**src/rtl/timer_counter_if.sv**
```systemverilog
// Processor-bus connection between the CPU (master) and the timer_counter (slave).
interface timer_counter_if;
  logic [31:0] PrAddr;
  logic        PrWE;
  logic [3:0]  PrBE;
  logic [31:0] PrWD;
  logic [31:0] PrRD;

  modport master (output PrAddr, output PrWE, output PrBE, output PrWD, input PrRD);
  modport slave  (input PrAddr, input PrWE, input PrBE, input PrWD, output PrRD);
endinterface

```
**src/rtl/timer_counter.sv**
```systemverilog
// Memory-mapped programmable down-counter with one-shot / auto-reload modes
// and an interrupt line for HWInt[0].
module timer_counter #(
  parameter logic [31:0] BASE = 32'h0000_7F00
) (
  input  logic            clk,
  input  logic            reset,
  timer_counter_if.slave  bus,
  output logic            irq
);

  typedef enum logic [1:0] {IDLE, LOAD, CNT, INT} state_t;

  state_t      state;
  logic        en;
  logic [1:0]  mode;
  logic        im;
  logic [31:0] preset;
  logic [31:0] count;
  logic        irq_pending;

  logic        sel;
  logic [1:0]  offset;
  logic        wr_ctrl;
  logic        wr_preset;
  logic        wr_en_lane;
  logic        en_next;
  logic        one_shot;
  logic        expire;
  logic        addr_lsb_unused;

  assign sel             = (bus.PrAddr[31:4] == BASE[31:4]);
  assign offset          = bus.PrAddr[3:2];
  assign addr_lsb_unused = ^bus.PrAddr[1:0];
  assign wr_ctrl         = sel && bus.PrWE && (offset == 2'd0);
  assign wr_preset       = sel && bus.PrWE && (offset == 2'd1);
  assign wr_en_lane      = wr_ctrl && bus.PrBE[0];
  // EN as it will be after this edge; a software write here overrides the held value.
  assign en_next         = wr_en_lane ? bus.PrWD[0] : en;
  assign one_shot        = (mode != 2'b01);
  assign expire          = (state == CNT) && en_next && (count <= 32'd1);

  always_ff @(posedge clk or posedge reset) begin
    if (reset) begin
      state       <= IDLE;
      en          <= 1'b0;
      mode        <= 2'b00;
      im          <= 1'b0;
      preset      <= 32'd0;
      count       <= 32'd0;
      irq_pending <= 1'b0;
    end else begin
      if (wr_en_lane) begin
        mode <= bus.PrWD[2:1];
        im   <= bus.PrWD[3];
      end

      if ((state == INT) && one_shot && !wr_en_lane)
        en <= 1'b0;
      else
        en <= en_next;

      for (int i = 0; i < 4; i++) begin
        if (wr_preset && bus.PrBE[i])
          preset[8*i +: 8] <= bus.PrWD[8*i +: 8];
      end

      // Setting on expiry takes priority over a clearing write on the same edge.
      if (expire && one_shot)
        irq_pending <= 1'b1;
      else if (wr_ctrl || wr_preset)
        irq_pending <= 1'b0;

      case (state)
        IDLE: begin
          if (en_next)
            state <= LOAD;
        end
        LOAD: begin
          count <= preset;
          state <= CNT;
        end
        CNT: begin
          if (en_next) begin
            if (count > 32'd1) begin
              count <= count - 32'd1;
            end else begin
              count <= 32'd0;
              state <= INT;
            end
          end
        end
        INT: begin
          if (one_shot)
            state <= (wr_en_lane && bus.PrWD[0]) ? LOAD : IDLE;
          else
            state <= LOAD;
        end
        default: state <= IDLE;
      endcase
    end
  end

  assign irq = one_shot ? (irq_pending && im) : (im && (state == INT));

  always_comb begin
    bus.PrRD = 32'd0;
    if (sel) begin
      case (offset)
        2'd0:    bus.PrRD = {28'd0, im, mode, en};
        2'd1:    bus.PrRD = preset;
        2'd2:    bus.PrRD = count;
        default: bus.PrRD = 32'd0;
      endcase
    end
  end

endmodule

```
**src/flat_wrapper.sv**
```systemverilog
// flat-port wrapper written by rule: the top's interface ports become plain ports
module timer_counter_flat 
#(
  parameter logic [31:0] BASE = 32'h0000_7F00
)
  (clk, reset, irq, bus_PrAddr, bus_PrWE, bus_PrBE, bus_PrWD, bus_PrRD);
  timer_counter_if bus_i ();
  input  logic clk;
  input  logic reset;
  output logic irq;
  input wire logic [$bits(bus_i.PrAddr)-1:0] bus_PrAddr;
  input wire logic [$bits(bus_i.PrWE)-1:0] bus_PrWE;
  input wire logic [$bits(bus_i.PrBE)-1:0] bus_PrBE;
  input wire logic [$bits(bus_i.PrWD)-1:0] bus_PrWD;
  output wire logic [$bits(bus_i.PrRD)-1:0] bus_PrRD;
  assign bus_i.PrAddr = bus_PrAddr;
  assign bus_i.PrWE = bus_PrWE;
  assign bus_i.PrBE = bus_PrBE;
  assign bus_i.PrWD = bus_PrWD;
  assign bus_PrRD = bus_i.PrRD;
  timer_counter #(.BASE(BASE)) u_core (.clk(clk), .reset(reset), .bus(bus_i), .irq(irq));
endmodule
```
**config.mk**
```make
export PLATFORM = sky130hd
export DESIGN_NAME = timer_counter_flat
export DESIGN_NICKNAME = d
export VERILOG_FILES = /design/src/rtl/timer_counter_if.sv /design/src/rtl/timer_counter.sv /design/src/flat_wrapper.sv
export SDC_FILE = /design/constraint.sdc
export NUM_CORES = 1
export LEC_CHECK = 0
export BUFFER_PORTS_ARGS = -buffer_cell sky130_fd_sc_hd__buf_2
export CORE_UTILIZATION = 58
export CTS_CLUSTER_DIAMETER = 100
export DETAILED_ROUTE_END_ITERATION = 6
export GPL_ROUTABILITY_DRIVEN = 0
export PLACE_DENSITY = 0.95
export SYNTH_ARGS = -nofsm -noshare
export SYNTH_HDL_FRONTEND = slang
export SYNTH_SLANG_ARGS = --single-unit
```
**constraint.sdc**
```tcl
create_clock -name clk -period 3.9 [get_ports clk]
set_input_delay 0.195 -clock clk [delete_from_list [all_inputs] [get_ports clk]]
set_output_delay 0.195 -clock clk [all_outputs]
set_load 0.01 [all_outputs]
```
# Word-level counts from Yosys, hierarchy flattened
# Index checks and enable logic that the tools add are counted.
# Widths: inputs -> output; s select.
# word_totals
ff_bits,71
latchBits,0
ramBits,0
romBits,0
n_memories,0
# op_classes
n_addsub,1
mul,0
div,0
order_cmp,2
n_eq_ne,10
n_shift,0
muxes,16
bitwise,0
reduce_logical,24
# op_table
operator,count
$mux 32,3
$pmux 32 s3,1
$pmux 32 s2,1
$gt 32x1->1 const B,1
$le 32x1->1 const B,1
$sub 32x1->32 const B,1
$eq 28x11->1 const B,1
$logic_and 1x1->1,16
$mux 2,4
$pmux 2 s4,1
$eq 2x2->1 const B,3
$mux 1,6
$ne 2x1->1 const B,3
$eq 2x1->1 const B,2
$logic_not 2->1,2
$reduce_bool 2->1,2
$reduce_and 3->1,1
$ne 2x2->1 const B,1
$reduce_and 2->1,1
$logic_not 1->1,1
$logic_or 1x1->1,1

# Depth between registers and ports, before layout
# Gate-level depths: netlist of run 1.
# depth
ltp_word,9
depth_mapped,10

# Least setup slack after synthesis of run 1
# Ideal clock, no wire load.
# synth_path
path_type,register to register
start,reg u_core.count[0]
end,reg u_core.state[1]
setup_time_ps,127
t_arrival_ps,1998
t_required_ps,3773
path_slack_ps,1775
stages_incl_launch_ff,9
path_buffers,1
synth_period_minus_slack_ps,2125
path_cell_list,dfrtp_1 inv_1 ha_1 o21ba_2 and4b_1 a31o_1 buf_4 a21o_1 mux2_1
# synth_between
elab_chain_len,3
# synth_rtl
element,line,rtl
from (decl),timer_counter.sv:19,logic [31:0] count;
from (signal assigned),timer_counter.sv:80,count <= preset;
from (signal assigned),timer_counter.sv:86,count <= count - 32'd1;
$gt 32x1->1,timer_counter.sv:85,if (count > 32'd1) begin
$ne 2x2->1 (no source line),--,
$reduce_and 3->1 (no source line),--,
to (signal assigned),timer_counter.sv:95,state <= (wr_en_lane && bus.PrWD[0]) ? LOAD : IDLE;
to (decl),timer_counter.sv:14,state_t state;
# Every way passes these cells.
# A chain may end at the register's enable or synchronous reset.

# Final worst setup path of run 1
# layout_path
start,reg u_core.count[26]
end,reg u_core.count[8]
# layout_between
elab_chain_len,4
# layout_rtl
element,line,rtl
$gt 32x1->1,timer_counter.sv:85,
$mux 32,timer_counter.sv:85,
$mux 32,timer_counter.sv:84,if (en_next) begin
$pmux 32 s2,timer_counter.sv:74,case (state)
# Every way passes these cells. The select of a mux whose other input is x is not followed.

==> flow_summary.yaml, run 1 <==
power:
  p_int_mw: 1.17
  total_leakage_power_nw: 2.37
  clkPwrFrac_pct: 45.2
  powerDensity_nw_per_um2: 294
  switching_share_pct: 22.3
  p_seq_share_pct: 49.1
  ir_drop_v: 0.000236
  p_switching_mw: 0.334
  power_frac_comb_pct: 5.7
route:
  viasPerCell: 6.42
  wl_per_cell_um: 18.0
  via_count: 4296
  final_antenna_net_count: 0
  drt_pass1_iterations: 6
  finalWirelength_um: 12100
  drtIter0Drc: 455
  drc: 0
worst_setup_path:
  cp_data_required_time_ps: 4130
  critPathLaunchType: "flip-flop"
  endpoint: "u_core.count[8]$_DFFE_PP0P_"
  timing.reg2reg.setup_slack_ps: 980
  cp-startpoint: "u_core.count[26]$_DFFE_PP0P_"
  crit_cells: 7
  worst_path_dominant_cell_family: "simple AND/OR/NAND/NOR gates"
  critPathMaxStageDelay_ps: 640
  ff2ff_path_depth: 7
  worstPathCellList: "nor4_1 -> and4b_1 -> a31o_1 -> buf_4 -> nor2_1 -> a22oi_1 -> o21ai_1"
  regToRegStartpoint: "u_core.count[26]$_DFFE_PP0P_"
  crit_fanout: 16
  crit_path_end_kind: "flip-flop"
  arrival_ps: 3140
  reg2reg_to: "u_core.count[8]$_DFFE_PP0P_"
  cp_slowest_cell: "nor4_1"
  critPathBufInv: 1
  path_class: "reg -> reg"
global_route:
  overflow: 0
  grtUsageTotal_pct: 33.1
  grt_pass1_wl_um: 19800
  grt_max_degree: 51
  first_global_vias: 4172
  antenna_found_initial: 0
placement:
  pre_cts_slack_ps: 1060
  dp_hpwl_um: 8180
  dp_cells: 653
  port-buffer-count: 101
timing:
  fmax_mhz: 343
  worst_slack_ps: 983
  rsz0062_at_grt: "no"
  final_hold_viol_count: 0
  period_minus_slack_ps: 2920
  tns_ps: 0
  tightest_slew_ps: 1180
  relSlewSlack_pct: 21.3
  skew_ps: 8.11
  fin_hold_ws_ps: 40.3
  slew_violations: 0
  period_share_pct: 74.8
  setup_viol: 0
yosys:
  synth_cells: 474
  synthesis.nets: 552
  yosysUniqueCellTypes: 53
  async_flop_share_pct: 100
  postSynthAreaPerCell_um2: 9.10
  ys_ff_latch: 71
  synth_edf_count: 0
  synth_area_leaders: "dfrtp_1, a22oi_1, o21ai_1, nor2_1, mux2_2"
  synth_common_cells: "dfrtp_1, nor2_1, o21ai_1, a22oi_1, a21oi_1"
  yosysWarnings: 0
  yosysTopAreaCell: "dfrtp_1"
  synth_most_common_cell: "dfrtp_1"
  synthFlopType: "dfrtp_1"
  seq_area_frac_synth_pct: 41.2
  syn-cell-area_um2: 4310
  synth_top_area_share_pct: 41.2
floorplan:
  ioPinCount: 104
  die_x_um: 88.2
  core_area_um2: 7210
  dieArea_um2: 7790
  rows: 31
  die_height_um: 88.2
  initial_utilization_pct: 59.8
clock_network:
  cts_resized: 0
  root_buffer: "clkbuf_8"
  htree_num_levels: 3
  numCtsBuffers: 9
  cts_tree: "done"
  cts_buffer_depth: 2
  clk_latency_ps: 360
  clk_pin_slew_ps: 80
  cts.hold.buffers_added: 0
  clock_sinks: 71
  post-cts-setup-buffers: 0
finish:
  post-route-util_pct: 70.7
  stdcell_count: 669
  drive_gt1_share_pct: 27.7
  n_antenna_cell: 0
  fin_nets: 643
  syn_to_final_growth_pct: 18.2
run:
  max-cap-violations: 0
hold_path:
  hold_class: "in -> reg"
status:
  outcome: "finished clean"
[sequential cells by signal, indices dropped and copies added (netlist names)]
signal	cells
u_core.mode	2
u_core.count	32
u_core.en	1
u_core.preset	32
u_core.im	1
u_core.irq_pending	1
u_core.state	2
[cell families (layout without fill, tap and decap cells)]
kind of cell / count (synthesis) / in the layout / share of synthesized area (%)
fa+ha+maj: 7 / 7 / 2.03
simple gates: 159 / 159 / 19.6
flops: 71 / 71 / 41.2
mux: 40 / 40 / 10.3
compound gates: 154 / 154 / 22.5
buf+inv: 43 / 139 / 4.35
[placed cells by master, fill, tap and decap left out, types with 4 or more instances in the layout]
master	Yosys	routed
mux2i_1	5	5
a32oi_1	5	5
dfrtp_1	71	71
mux2_2	20	20
nand4_1	5	5
clkbuf_8	0	11
a21oi_1	23	23
nor4b_1	4	4
buf_4	1	9
a31oi_1	7	7
nand3_1	5	5
buf_2	12	101
o21ai_0	7	7
ha_1	7	7
nor3_1	15	15
mux2_1	15	15
nand2_1	18	18
nor2_1	62	62
a22oi_1	42	42
nor4_1	17	17
o2bb2ai_1	6	6
o21ai_1	49	49
inv_1	12	11
[metrics by stage]
stage	area, µm²	power (mW)
2_1_floorplan	4310	0.785
3_3_place_gp	4880	0.832
3_5_place_dp	4880	0.836
4_1_cts	5100	1.50
5_1_grt	5100	1.54
6_report	5100	1.50
[routing by layer]
metal  wire (µm)  GRT usage (%)
met3        1050           5.50
met4         325           17.7
met5           0              0
met1        4800           42.7
met2        5890           53.7
[power groups by stage]
stage	sequential, mW	combinational [mW]	clock [mW]
floorplan	0.750	0.0345	0
global placement	0.750	0.0810	0
detailed placement	0.750	0.0850	0
CTS	0.736	0.0853	0.675
global route	0.736	0.0943	0.708
finish	0.736	0.0852	0.678
[layout make-up]
| type | instances | area, µm² |
|---|---|---|
| multi-input cells | 360 | 2350 |
| fillers | 562 | 2110 |
| flip-flops and latches | 71 | 1780 |
| repair buffers | 110 | 573 |
| clock buffers | 13 | 159 |
| well taps | 99 | 124 |
| clock inverters | 3 | 65.1 |
| inverters | 13 | 48.8 |
[worst min-delay path by stage]
stage	to	from	depth (start not counted)	slack [ps]
floorplan	u_core.preset[0]$_DFFE_PP0P_	bus_PrWD[0]	2	310
finish	u_core.preset[12]$_DFFE_PP0P_	bus_PrWD[12]	2	40
global placement	u_core.preset[14]$_DFFE_PP0P_	bus_PrWD[14]	2	410
CTS	u_core.preset[23]$_DFFE_PP0P_	bus_PrWD[23]	2	40
detailed placement	u_core.preset[23]$_DFFE_PP0P_	bus_PrWD[23]	2	410
global route	u_core.preset[12]$_DFFE_PP0P_	bus_PrWD[12]	2	40
(Power assumes the default switching activity.)
==> inputs of run 2 (changes only) <==
- CORE_UTILIZATION: 58 -> 49
- PLACE_DENSITY: 0.95 -> 0.87
- clock period: 3.9 -> 2.4 ns (I/O delays scaled with it)
==> flow_summary.yaml, run 2 (synthesis results as in run 1) <==
floorplan:
  core_area_um2: 8380
  ioPinCount: 104
  dieArea_um2: 9180
  initial_utilization_pct: 51.5
  die_x_um: 95.8
  die_height_um: 95.8
  rows: 33
route:
  wl_per_cell_um: 16.9
  drt_pass1_iterations: 5
  via_count: 4385
  finalWirelength_um: 12200
  final_antenna_net_count: 0
  drtIter0Drc: 391
  drc: 0
  viasPerCell: 6.07
clock_network:
  clock_sinks: 71
  cts_buffer_depth: 2
  htree_num_levels: 3
  clk_pin_slew_ps: 70
  clk_latency_ps: 360
  cts_tree: "done"
  root_buffer: "clkbuf_8"
  post-cts-setup-buffers: 0
  numCtsBuffers: 9
timing:
  tns_ps: 0
  worst_slack_ps: 152
  skew_ps: 8.13
  final_hold_viol_count: 0
  slew_violations: 0
  rsz0062_at_grt: "no"
  relSlewSlack_pct: 39.4
  fmax_mhz: 445
  tightest_slew_ps: 908
  setup_viol: 0
  period_minus_slack_ps: 2250
  period_share_pct: 93.7
finish:
  syn_to_final_growth_pct: 28.5
  final_common_cell: "buf_2"
  mostFrequentLayoutCells: "buf_2, dfrtp_1, nor2_1"
  reg_top3: "u_core.count (32), u_core.preset (32)"
  fin_nets: 690
  n_antenna_cell: 0
  drive_gt1_share_pct: 28.5
  post-route-util_pct: 66.2
run:
  max-cap-violations: 0
worst_setup_path:
  worstPathCellList: "inv_1 -> ha_1 -> o21ba_2 -> and4b_1 -> a31o_1 -> buf_12 -> a21o_1 -> mux2_1"
  worst_path_dominant_cell_family: "compound AO/OA/AOI/OAI gates"
  ff2ff_path_depth: 8
  critPathBufInv: 2
  critPathLaunchType: "flip-flop"
  regToRegStartpoint: "u_core.count[1]$_DFFE_PP0P_"
  arrival_ps: 2490
  cp_data_required_time_ps: 2640
  reg2reg_to: "u_core.state[1]$_DFFE_PP0P_"
  critPathMaxStageDelay_ps: 410
  crit_path_end_kind: "flip-flop"
  cp_slowest_cell: "dfrtp_1"
  crit_fanout: 24
  timing.reg2reg.setup_slack_ps: 150
  path_class: "reg -> reg"
hold_path:
  hold-path-endpoint: "u_core.preset[2]$_DFFE_PP0P_"
  holdPathStages: 2
  hold_class: "in -> reg"
  hp-start: "bus_PrWD[2]"
global_route:
  antenna_found_initial: 0
  grt_max_degree: 50
  first_global_vias: 4280
  grt_pass1_wl_um: 19700
  overflow: 0
  grtUsageTotal_pct: 28.0
power:
  finalPower_mw: 2.41
  powerDensity_nw_per_um2: 435
  ir_drop_v: 0.000437
  total_leakage_power_nw: 2.56
placement:
  dp_hpwl_um: 8490
  port-buffer-count: 101
  pre_cts_slack_ps: 176
status:
  outcome: "finished clean"
==> run 2: how the worst max path moves through the flow <==
stage,slack [ps],end,depth (start not counted),start
global route,20,u_core.state[1]$_DFFE_PP0P_,6,u_core.count[26]$_DFFE_PP0P_
CTS,120,u_core.count[11]$_DFFE_PP0P_,9,u_core.count[1]$_DFFE_PP0P_
floorplan,270,u_core.state[1]$_DFFE_PP0P_,8,u_core.count[0]$_DFFE_PP0P_
finish,150,u_core.state[1]$_DFFE_PP0P_,8,u_core.count[1]$_DFFE_PP0P_
global placement,270,u_core.state[1]$_DFFE_PP0P_,8,u_core.count[1]$_DFFE_PP0P_
detailed placement,180,u_core.count[22]$_DFFE_PP0P_,9,u_core.count[1]$_DFFE_PP0P_
==> run 2: metrics by stage <==
stage / cell area, µm² / hold WS [ps] / instances
3_5_place_dp: 5020 / 337 / 676
6_report: 5550 / 16.8 / 722
3_3_place_gp: 5020 / 331 / 676
2_1_floorplan: 4310 / 237 / 474
5_1_grt: 5550 / 10.8 / 722
4_1_cts: 5530 / 5.09 / 722
==> run 2: final cells by class <==
type | count | area [µm²]
inverters | 13 | 48.8
fillers | 683 | 2840
clock buffers | 12 | 135
multi-input cells | 360 | 2370
clock inverters | 4 | 70.1
flip-flops and latches | 71 | 1780
repair buffers | 157 | 1010
well taps | 105 | 131
==> run 2: timing repair <==
action	4_1_cts	5_1_grt
endpoints found under the hold margin	69	0
gates resized for setup	0	3
hold buffers	30	0
endpoints found under the setup margin	0	2
==> run 2: per-layer routing <==
layer / global-route usage [%] / up-vias / share of wire, %
li1: - / 2057 / -
met1: 33.9 / 2092 / 41
met2: 48.8 / 216 / 50
met3: 6.87 / 20 / 7.2
met4: 9.45 / 0 / 1.7
met5: 0 / - / 0
==> run 2: where the power goes <==
part | internal, mW | leakage (nW) | total (mW) | switching, mW
sequential | 1.20 | 0.977 | 1.20 | 0.000277
clock | 0.583 | 0.104 | 1.04 | 0.454
combinational | 0.0911 | 1.48 | 0.181 | 0.0902
total | 1.87 | 2.56 | 2.41 | 0.544
==> inputs of run 3 (changes only) <==
- CORE_UTILIZATION: 49 -> 50
- CTS_BUF_LIST: unset -> sky130_fd_sc_hd__clkbuf_8
- PLACE_DENSITY: 0.87 -> 0.88
- RECOVER_POWER: unset -> 100
==> flow_summary.yaml, run 3 (synthesis results as in run 1) <==
status:
  outcome: "complete, but fails checks"
  violations: "hold timing"
floorplan:
  core_area_um2: 8300
  ioPinCount: 104
  rows: 33
  die_x_um: 94.9
  dieArea_um2: 9000
  die_height_um: 94.9
  initial_utilization_pct: 52.0
timing:
  period_minus_slack_ps: 2290
  fin_hold_ws_ps: -0.284
  rsz0062_at_grt: "no"
  final_hold_viol_count: 1
  skew_ps: 12.4
  relSlewSlack_pct: 26.8
  slew_violations: 0
  tns_ps: 0
  setup_viol: 0
  period_share_pct: 95.6
  tightest_slew_ps: 1100
  fmax_mhz: 436
finish:
  fillers: 691
  final_common_cell: "dfrtp_1"
  n_antenna_cell: 0
  post-route-util_pct: 65.2
  final_area_um2: 5410
  mostFrequentLayoutCells: "dfrtp_1, buf_2, nor2_1"
  syn_to_final_growth_pct: 25.4
  fin_nets: 685
  drive_gt1_share_pct: 22.2
  reg_top3: "u_core.count (32), u_core.preset (32)"
route:
  drtIter0Drc: 408
  viasPerCell: 6.16
  finalWirelength_um: 12000
  final_antenna_net_count: 0
  drc: 0
  via_count: 4420
  drt_pass1_iterations: 5
  wl_per_cell_um: 16.7
worst_setup_path:
  arrival_ps: 2570
  path_class: "reg -> reg"
  cp-startpoint: "u_core.count[1]$_DFFE_PP0P_"
  timing.reg2reg.setup_slack_ps: 110
  crit_path_end_kind: "flip-flop"
  endpoint: "u_core.count[11]$_DFFE_PP0P_"
  crit_fanout: 24
  cp_data_required_time_ps: 2680
  reg2reg_to: "u_core.count[11]$_DFFE_PP0P_"
  regToRegStartpoint: "u_core.count[1]$_DFFE_PP0P_"
  critPathLaunchType: "flip-flop"
  ff2ff_path_depth: 9
clock_network:
  cts_buffer_depth: 2
  cts_tree: "done"
  root_buffer: "clkbuf_8"
  numCtsBuffers: 9
  clk_pin_slew_ps: 80
  clock_sinks: 71
  clk_latency_ps: 360
  htree_num_levels: 3
placement:
  place_area_um2: 5010
  dp_hpwl_um: 8460
  port-buffer-count: 101
global_route:
  grtUsageTotal_pct: 29.0
  grt_max_degree: 50
  grt_pass1_wl_um: 20300
  antenna_found_initial: 0
  first_global_vias: 4318
  overflow: 0
power:
  powerDensity_nw_per_um2: 420
  total_leakage_power_nw: 2.39
  ir_drop_v: 0.000347
  finalPower_mw: 2.27
hold_path:
  hold_class: "in -> reg"
  hp-start: "bus_PrWD[27]"
run:
  max-cap-violations: 0
-- run 3: changes by cell type in the layout (fill, tap and decap cells not counted), moves of 3 or more --
cell	previous run	this run
o21ai_0	7	23
o21ai_1	49	33
buf_2	101	69
clkinvlp_4	0	3
nand2_2	3	0
clkbuf_1	3	34
buf_4	25	18
nand2_1	18	21
-- run 3: critical path, stage by stage, from the launching register on --
cell,delay [ps]
dfrtp_1,420
inv_1,120
ha_1,220
o21ba_2,200
and4b_1,240
a31o_1,270
buf_12,170
nor2_1,280
a32oi_1,150
o21ai_1,130
-- run 3: how the worst min path moves through the flow --
stage	endpoint	slack, ps	depth (start not counted)
6_report	u_core.preset[27]$_DFFE_PP0P_	-0.3	2
3_5_place_dp	u_core.preset[18]$_DFFE_PP0P_	250	2
5_1_grt	u_core.preset[7]$_DFFE_PP0P_	7	2
4_1_cts	u_core.preset[5]$_DFFE_PP0P_	0.3	2
3_3_place_gp	u_core.preset[19]$_DFFE_PP0P_	230	2
2_1_floorplan	u_core.preset[0]$_DFFE_PP0P_	240	2
-- run 3: what timing repair did --
| item | in CTS | in global routing |
|---|---|---|
| setup endpoints to repair | 0 | 5 |
| hold buffers | 27 | 1 |
| hold endpoints to repair | 55 | 1 |
| setup buffers | 0 | 0 |
| resized for setup | 0 | 2 |
-- run 3: metal layers --
layer | vias to the layer above | wire length [µm] | GRT usage [%]
met1 | 2130 | 4940 | 36.7
met4 | 0 | 232 | 11.5
li1 | 2047 | - | -
met3 | 26 | 844 | 5.15
met2 | 217 | 5990 | 49.0
met5 | - | 0 | 0
-- run 3: metrics by stage --
step                      cells  setup WS [ps]
final                       717            106
after global routing        717           10.3
after CTS                   716           83.4
after detailed placement    673            124
after global placement      673            206
after floorplan             474            275
-- run 3: final cells by class --
class                   count  area, µm²  share of cell area [%]
flip-flops and latches     71       1780                    32.9
clock buffers              11        151                    2.80
inverters                  13       48.8                   0.902
repair buffers            152        921                    17.0
clock inverters             5       32.5                   0.601
multi-input cells         360       2350                    43.4
well taps                 105        131                    2.43
-- run 3: report_power, final --
group | switching, mW | internal (mW)
sequential | 0.000376 | 1.20
clock | 0.476 | 0.428
combinational | 0.0865 | 0.0860
